## src/rtl/gb_bus_pkg.sv

```systemverilog
// Shared bus definitions for the Game Boy memory-map blocks: DMA state encoding,
// fixed map addresses and the echo-RAM source fold used by OAM DMA.
package gb_bus_pkg;

    typedef enum logic [2:0] {
        IDLE,
        DELAY,
        READ,
        WRITE,
        PAD
    } dma_state_t;

    localparam logic [15:0] OAM_BASE     = 16'hFE00;
    localparam logic [15:0] HRAM_BASE    = 16'hFF80;
    localparam logic [15:0] HRAM_LAST    = 16'hFFFE;
    localparam logic [15:0] REG_DMA      = 16'hFF46;
    localparam logic [7:0]  ECHO_BASE_HI = 8'hE0;

    // E000-FFFF sources are mirrored down onto work RAM at C000-DFFF.
    function automatic logic [7:0] echo_fold(input logic [7:0] src);
        return (src >= ECHO_BASE_HI) ? (src - 8'h20) : src;
    endfunction

endpackage

```

## src/rtl/oam_dma.sv

```systemverilog
// OAM DMA bus initiator: a write to FF46 copies NUM_BYTES bytes from {src,8'h00}
// into OAM. Optional CPU lockout output is enabled by macro OAM_DMA_CPU_LOCKOUT_EN.
module oam_dma
    import gb_bus_pkg::*;
#(
    parameter int NUM_BYTES       = 160,
    parameter int CYCLES_PER_BYTE = 4,
    parameter int START_DELAY     = 4
) (
    input  logic        clk,
    input  logic        reset_n,
    input  logic        reg_wr,
    input  logic [7:0]  reg_wdata,
    output logic [7:0]  reg_rdata,
    output logic [15:0] bus_addr,
    output logic [7:0]  bus_wdata,
    input  logic [7:0]  bus_rdata,
    output logic        bus_rd,
    output logic        bus_wr,
    output logic        busy,
`ifdef OAM_DMA_CPU_LOCKOUT_EN
    input  logic [15:0] cpu_addr,
    output logic        cpu_blocked,
`endif
    output logic        done
);

    localparam logic [7:0] DELAY_LOAD = 8'(START_DELAY);
    localparam logic [7:0] PAD_LOAD   = 8'(CYCLES_PER_BYTE - 2);
    localparam logic [7:0] LAST_IDX   = 8'(NUM_BYTES - 1);

    dma_state_t  r_state;
    dma_state_t  w_state_next;
    logic [7:0]  r_idx;
    logic [7:0]  w_idx_next;
    logic [7:0]  r_cnt;
    logic [7:0]  w_cnt_next;
    logic [7:0]  r_src;
    logic [7:0]  r_data;
    logic [15:0] r_addr_hold;
    logic        r_done;
    logic        w_done_next;
    logic [15:0] w_bus_addr;
    logic        w_last;

    always_ff @(posedge clk or negedge reset_n) begin
        if (!reset_n) begin
            r_state     <= IDLE;
            r_idx       <= 8'd0;
            r_cnt       <= 8'd0;
            r_src       <= 8'd0;
            r_data      <= 8'd0;
            r_addr_hold <= 16'd0;
            r_done      <= 1'b0;
        end else begin
            r_state     <= w_state_next;
            r_idx       <= w_idx_next;
            r_cnt       <= w_cnt_next;
            r_done      <= w_done_next;
            r_addr_hold <= w_bus_addr;
            if (reg_wr) begin
                r_src <= reg_wdata;
            end
            if (r_state == READ) begin
                r_data <= bus_rdata;
            end
        end
    end

    assign w_last = (r_idx == LAST_IDX);

    always_comb begin
        w_state_next = r_state;
        w_idx_next   = r_idx;
        w_cnt_next   = r_cnt;
        w_done_next  = 1'b0;
        // A register write wins over everything, including an in-flight byte.
        if (reg_wr) begin
            w_idx_next = 8'd0;
            if (START_DELAY == 0) begin
                w_state_next = READ;
                w_cnt_next   = 8'd0;
            end else begin
                w_state_next = DELAY;
                w_cnt_next   = DELAY_LOAD;
            end
        end else begin
            case (r_state)
                DELAY: begin
                    if (r_cnt <= 8'd1) begin
                        w_state_next = READ;
                        w_cnt_next   = 8'd0;
                    end else begin
                        w_cnt_next = r_cnt - 8'd1;
                    end
                end
                READ: begin
                    w_state_next = WRITE;
                end
                WRITE, PAD: begin
                    if ((r_state == WRITE) && (CYCLES_PER_BYTE > 2)) begin
                        w_state_next = PAD;
                        w_cnt_next   = PAD_LOAD;
                    end else if ((r_state == PAD) && (r_cnt > 8'd1)) begin
                        w_cnt_next = r_cnt - 8'd1;
                    end else if (w_last) begin
                        w_state_next = IDLE;
                        w_cnt_next   = 8'd0;
                        w_done_next  = 1'b1;
                    end else begin
                        w_state_next = READ;
                        w_cnt_next   = 8'd0;
                        w_idx_next   = r_idx + 8'd1;
                    end
                end
                default: begin
                    w_state_next = IDLE;
                end
            endcase
        end
    end

    always_comb begin
        bus_rd     = 1'b0;
        bus_wr     = 1'b0;
        w_bus_addr = r_addr_hold;
        case (r_state)
            READ: begin
                bus_rd     = 1'b1;
                w_bus_addr = {echo_fold(r_src), r_idx};
            end
            WRITE: begin
                bus_wr     = 1'b1;
                w_bus_addr = OAM_BASE + {8'h00, r_idx};
            end
            default: begin
                bus_rd = 1'b0;
            end
        endcase
    end

    assign bus_addr  = w_bus_addr;
    assign bus_wdata = r_data;
    assign reg_rdata = r_src;
    assign busy      = (r_state != IDLE);
    assign done      = r_done;

`ifdef OAM_DMA_CPU_LOCKOUT_EN
    assign cpu_blocked = busy && !((cpu_addr >= HRAM_BASE) && (cpu_addr <= HRAM_LAST));
`endif

endmodule

```

## config.mk

```make
export PLATFORM = sky130hd
export DESIGN_NAME = oam_dma
export DESIGN_NICKNAME = d
export VERILOG_FILES = /design/src/rtl/gb_bus_pkg.sv /design/src/rtl/oam_dma.sv
export SDC_FILE = /design/constraint.sdc
export NUM_CORES = 1
export LEC_CHECK = 0
export ABC_CLOCK_PERIOD_IN_PS = 3500
export BUFFER_PORTS_ARGS = -buffer_cell sky130_fd_sc_hd__buf_2
export CORE_MARGIN = 1.5
export CORE_UTILIZATION = 30
export DETAILED_ROUTE_END_ITERATION = 8
export GPL_TIMING_DRIVEN = 0
export HOLD_SLACK_MARGIN = 0.15
export PLACE_DENSITY = 0.47
export SYNTH_ARGS = -nofsm -noshare
export SYNTH_HDL_FRONTEND = slang
export SYNTH_SLANG_ARGS = --single-unit
```

## constraint.sdc

```tcl
create_clock -name clk -period 3.5 [get_ports clk]
set_input_delay 0.525 -clock clk [delete_from_list [all_inputs] [get_ports clk]]
set_output_delay 0.525 -clock clk [all_outputs]
set_load 0.01 [all_outputs]
```

### After elaboration in Yosys (flattened, before gate mapping)

Index checks and enable logic that the tools add are counted.

| operators by class | value |
|---|---|
| add/sub/neg operators | 4 |
| order comparisons | 3 |
| reduce and logical (&&, ||, !) cells | 7 |
| muxes and demuxes | 25 |
| eq/ne operators | 10 |

Operators by type and width:

| cell | count |
|---|---|
| $mux 8 | 10 |
| $pmux 16 s2 | 1 |
| $pmux 8 s2 | 1 |
| $mux 3 | 4 |
| $add 10x9->11 const A | 1 |
| $pmux 3 s3 | 1 |
| $add 8x1->8 const B | 1 |
| $eq 8x8->1 const B | 1 |
| $ge 8x8->1 const B | 1 |
| $gt 8x1->1 const B | 1 |
| $le 8x1->1 const B | 1 |
| $sub 8x1->8 const B | 1 |
| $sub 8x6->8 const B | 1 |
| $mux 1 | 7 |
| $eq 3x2->1 const B | 2 |
| $ne 2x2->1 const B | 3 |
| $reduce_bool 3->1 | 2 |
| $ne 4x4->1 const B | 1 |
| $reduce_and 4->1 | 1 |
| $eq 3x1->1 const B | 1 |
| $eq 3x3->1 const B | 1 |
| $ne 3x3->1 const B | 1 |
| $mux 2 | 1 |
| $reduce_and 2->1 | 1 |
| other kinds (3) | 3 |

| storage, ports and cells | value |
|---|---|
| output and inout port bits | 36 |
| register bits after elaboration | 52 |
| bits of input ports | 19 |
| logic and storage cells | 56 |

### Depth between registers and ports, before layout

| logic depth | value |
|---|---|
| depth after elaboration | 6 |
| gate-level depth with buffers | 6 |
| mapped depth without buffers | 5 |

### Least setup slack after synthesis

No wires, ideal clock.

| timing path | value |
|---|---|
| path type | flip-flop to output port |
| start | reg r_state[2] |
| end | out bus_addr[12] |
| arrival time | 1.383 ns |
| path slack | 1.592 ns |
| stages on the path, launching flop included | 6 |
| required time | 2.975 ns |
| buffers on the path | 2 |
| path through | dfrtp_1 -> and2b_2 -> clkbuf_1 -> clkbuf_1 -> o21ai_0 -> nand2_1 |

| between the ends | value |
|---|---|
| word-level cells in the longest chain between the ends | 2 |
| elaborated cells on any way between the ends | 3 |
| those cells by class | eq/ne: 2; mux: 1 |

RTL lines:

| element | RTL line | source |
|---|---|---|
| start: declaration | oam_dma.sv:32 | `dma_state_t r_state;` |
| start signal: assignment | oam_dma.sv:56 | `r_state <= w_state_next;` |
| $eq 3x2->1 | oam_dma.sv:127 | `case (r_state)` |
| $pmux 16 s2 * | oam_dma.sv:127 |  |
| end: declaration | oam_dma.sv:15 | `output logic [15:0] bus_addr,` |

Mark *: on every way between the ends. The rest lies on a longest branch, timed or not.

### Worst setup path in the final report

| timing path | value |
|---|---|
| start | reg r_state[1] |
| end | out bus_addr[9] |

The elaborated chain is that of the path after synthesis.

==> flow_metrics.py <==
metrics = {
    "run_status": {
        "status": "completed",
    },
    "synth": {
        "synthArstFlopShare_pct": 100.0,
        "synth_seq_cells": 52,
        "netlist_instances": 231,
        "ys_warn_count": 0,
        "synth_cell_types": 40,
        "syn-num-nets": 254,
        "synth_ff_type": "dfrtp_1",
        "synth_area_per_cell_um2": 10.39,
        "ys_seq_area_share_pct": 54.19,
        "netlist_area_mm2": 0.002401,
        "synth_edf_count": 0,
    },
    "cells_and_area": {
        "layout_common_cells": "buf_2 (55), dfrtp_1 (52), nand2_1 (48)",
        "num_antenna_cells": 0,
        "fin_nets": 315,
        "drive_gt1_share_pct": 29.69,
        "nFillCells": 811,
        "multi_input_area_mm2": 0.001008,
        "mostFrequentLayoutCell": "buf_2",
        "final-seq-area_mm2": 0.001301,
        "fin_cells": 395,
        "fin_area_mm2": 0.002892,
        "final_util_pct": 37.42,
        "synthToLayoutAreaGrowth_pct": 20.43,
    },
    "sta": {
        "setup_violations": 0,
        "fin_worst_skew_ns": 0.008082,
        "worst_pin_slew_ns": 1.181,
        "fin_setup_tns_ns": 0,
        "max_slew_margin_pct": 21.28,
        "finalMaxSlewViolations": 0,
        "timing.hold.ws_ns": 0.4221,
        "setup_slack_ns": 0.7841,
        "finalHoldViolCount": 0,
        "fin_crit_ns": 2.716,
        "rsz0062_at_grt": "no",
        "max_freq_ghz": 0.3682,
        "period_share_pct": 77.60,
    },
    "place": {
        "dpl_cell_area_mm2": 0.002799,
        "dp_hpwl_um": 3791,
        "place_congestion": 0.7832,
        "post-place-ws_ns": 1.062,
        "dpl.cell_count": 387,
        "portBuffers": 54,
    },
    "critical_path": {
        "path_class": "reg2out",
        "critPathCaptureType": "output pin",
        "worstPathArrival_ns": 2.19,
        "critical_path.slowest_cell": "dfrtp_1",
        "crit_top_cell": "clkbuf_1",
        "cp.required_ns": 2.97,
        "critPathMaxFanout": 10,
        "cpPeakStageDelay_ns": 0.51,
        "path_cells": "and2b_2 > clkbuf_1 > clkbuf_1 > o21ai_0 > nand2_1 > buf_2",
        "cp-start-kind": "register",
    },
    "grt": {
        "grt_use_met3_pct": 3.202,
        "met1_usage_pct": 17.54,
        "use_met2_pct": 22.18,
        "grt_pass1_vias": 1952,
        "grt_usage_pct": 13.61,
        "grt_start_max_net_pins": 53,
        "grt_busiest_layer": "met2",
        "grt_overflow": 0,
        "grt_antenna_before_repair": 0,
        "grt_pass1_wl_um": 9204,
    },
    "cts": {
        "clk_pin_slew_ns": 0.09,
        "cts_sinks": 52,
        "cts.repair.resized": 0,
        "postCtsSetupBuffers": 0,
        "htree_levels": 2,
        "insertion_delay_ns": 0.31,
        "clockBufferDepth": 2,
        "ctsRootBufferMaster": "clkbuf_8",
        "cts_buffers": 5,
        "cts_hold_buf": 0,
        "cts_tree": "yes",
    },
    "route": {
        "vias": 1914,
        "initialDrtViolationCount": 101,
        "routedWlPerCell_um": 13.81,
        "finalWirelength_um": 5456,
        "drcViolationCount": 0,
        "ant_nets": 0,
        "vias_per_cell": 4.846,
        "drt_pass1_iterations": 4,
    },
    "pwr": {
        "power.leakage_nw": 1.383,
        "powerDensity_mw_per_mm2": 660.0,
        "finalPower_mw": 1.908,
        "ir_drop_uv": 326.2,
    },
    "min_path": {
        "hold_path_class": "in2reg",
    },
    "die": {
        "row_count": 32,
        "core_area_mm2": 0.007727,
        "chipHeight_um": 92.46,
        "die_area_mm2": 0.008549,
        "start_util_pct": 31.07,
        "pin_count": 55,
        "die_w_um": 92.46,
    },
    "flow_run": {
        "cap_viol_max_count": 0,
    },
}
## kinds of logic (layout without fill, tap and decap cells)
family          Yosys count  count (layout)  synth area share, %
mux                      16              16                7.452
simple gates             94              94                19.65
fa+ha+maj                 4               4                2.085
buf+inv                  18              80                3.804
xor+xnor                  2               2               0.7297
flops                    52              52                54.19
compound gates           45              45                12.09
## registers in the layout, summed over array words and instances (netlist names)
register,cells
r_addr_hold,16
bus_wdata,8
r_cnt,8
r_idx,8
reg_rdata,8
r_state,3
done,1
## cells in the mapped netlist, drive strengths merged, types with 2 or more instances
library cell,n,area share (%)
o31ai,6,1.9
dfrtp,52,54
a21oi,17,3.5
nand3,5,1.0
nor3,2,0.42
and2b,2,0.73
nor3b,2,1.1
nor4,3,1.4
or4,5,1.6
o311ai,2,0.73
nor2b,3,0.78
clkbuf,5,0.78
inv,9,1.4
o21ai,12,2.5
mux2,15,7.0
nor2,14,2.2
or3,6,1.6
buf,4,1.6
nand2,48,7.5
ha,4,2.1
## layer usage
| metal | vias up | share of wire (%) |
|---|---|---|
| met5 | - | 0 |
| met4 | 0 | 1.8 |
| met3 | 8 | 4.6 |
| met2 | 40 | 45 |
| met1 | 940 | 48 |
| li1 | 926 | - |
## critical path: cells and delay by family, from the launching register on
family,cells,cell delay [ns]
flops,1,0.51
buf+inv,3,0.91
simple gates,2,0.31
compound gates,1,0.16
## cell type report
cell class / instances / share of cell area [%]
Inverter: 9 / 1.168
Multi-Input combinational cell: 161 / 34.88
Sequential cell: 52 / 45.00
Clock buffer: 6 / 2.856
Clock inverter: 2 / 0.3462
Timing Repair Buffer: 54 / 9.347
Buffer: 9 / 1.990
Tap cell: 102 / 4.414
## final timing paths
path,startpoint,end,slack [ns],cells after the start
max,r_state[1]$_DFFE_PN0P_,bus_addr[9],0.78,6
min,reg_wdata[5],reg_rdata[5]$_DFFE_PN0P_,0.42,3
max reg2reg,r_cnt[4]$_DFFE_PN0P_,r_cnt[4]$_DFFE_PN0P_,1.43,5
min reg2reg,r_addr_hold[8]$_DFF_PN0_,r_addr_hold[8]$_DFF_PN0_,0.47,2
max in group asynchronous,reset_n,r_idx[2]$_DFFE_PN0P_,2.32,1
min in group asynchronous,reset_n,r_addr_hold[5]$_DFF_PN0_,0.45,1
## power by group
| group | switching [mW] | total, mW | internal (mW) |
|---|---|---|---|
| combinational | 0.399 | 0.687 | 0.289 |
| sequential | 0.113 | 0.864 | 0.750 |
| clock | 0.199 | 0.358 | 0.158 |
| total | 0.711 | 1.91 | 1.20 |
No activity file was read; power rests on OpenSTA's default activity.
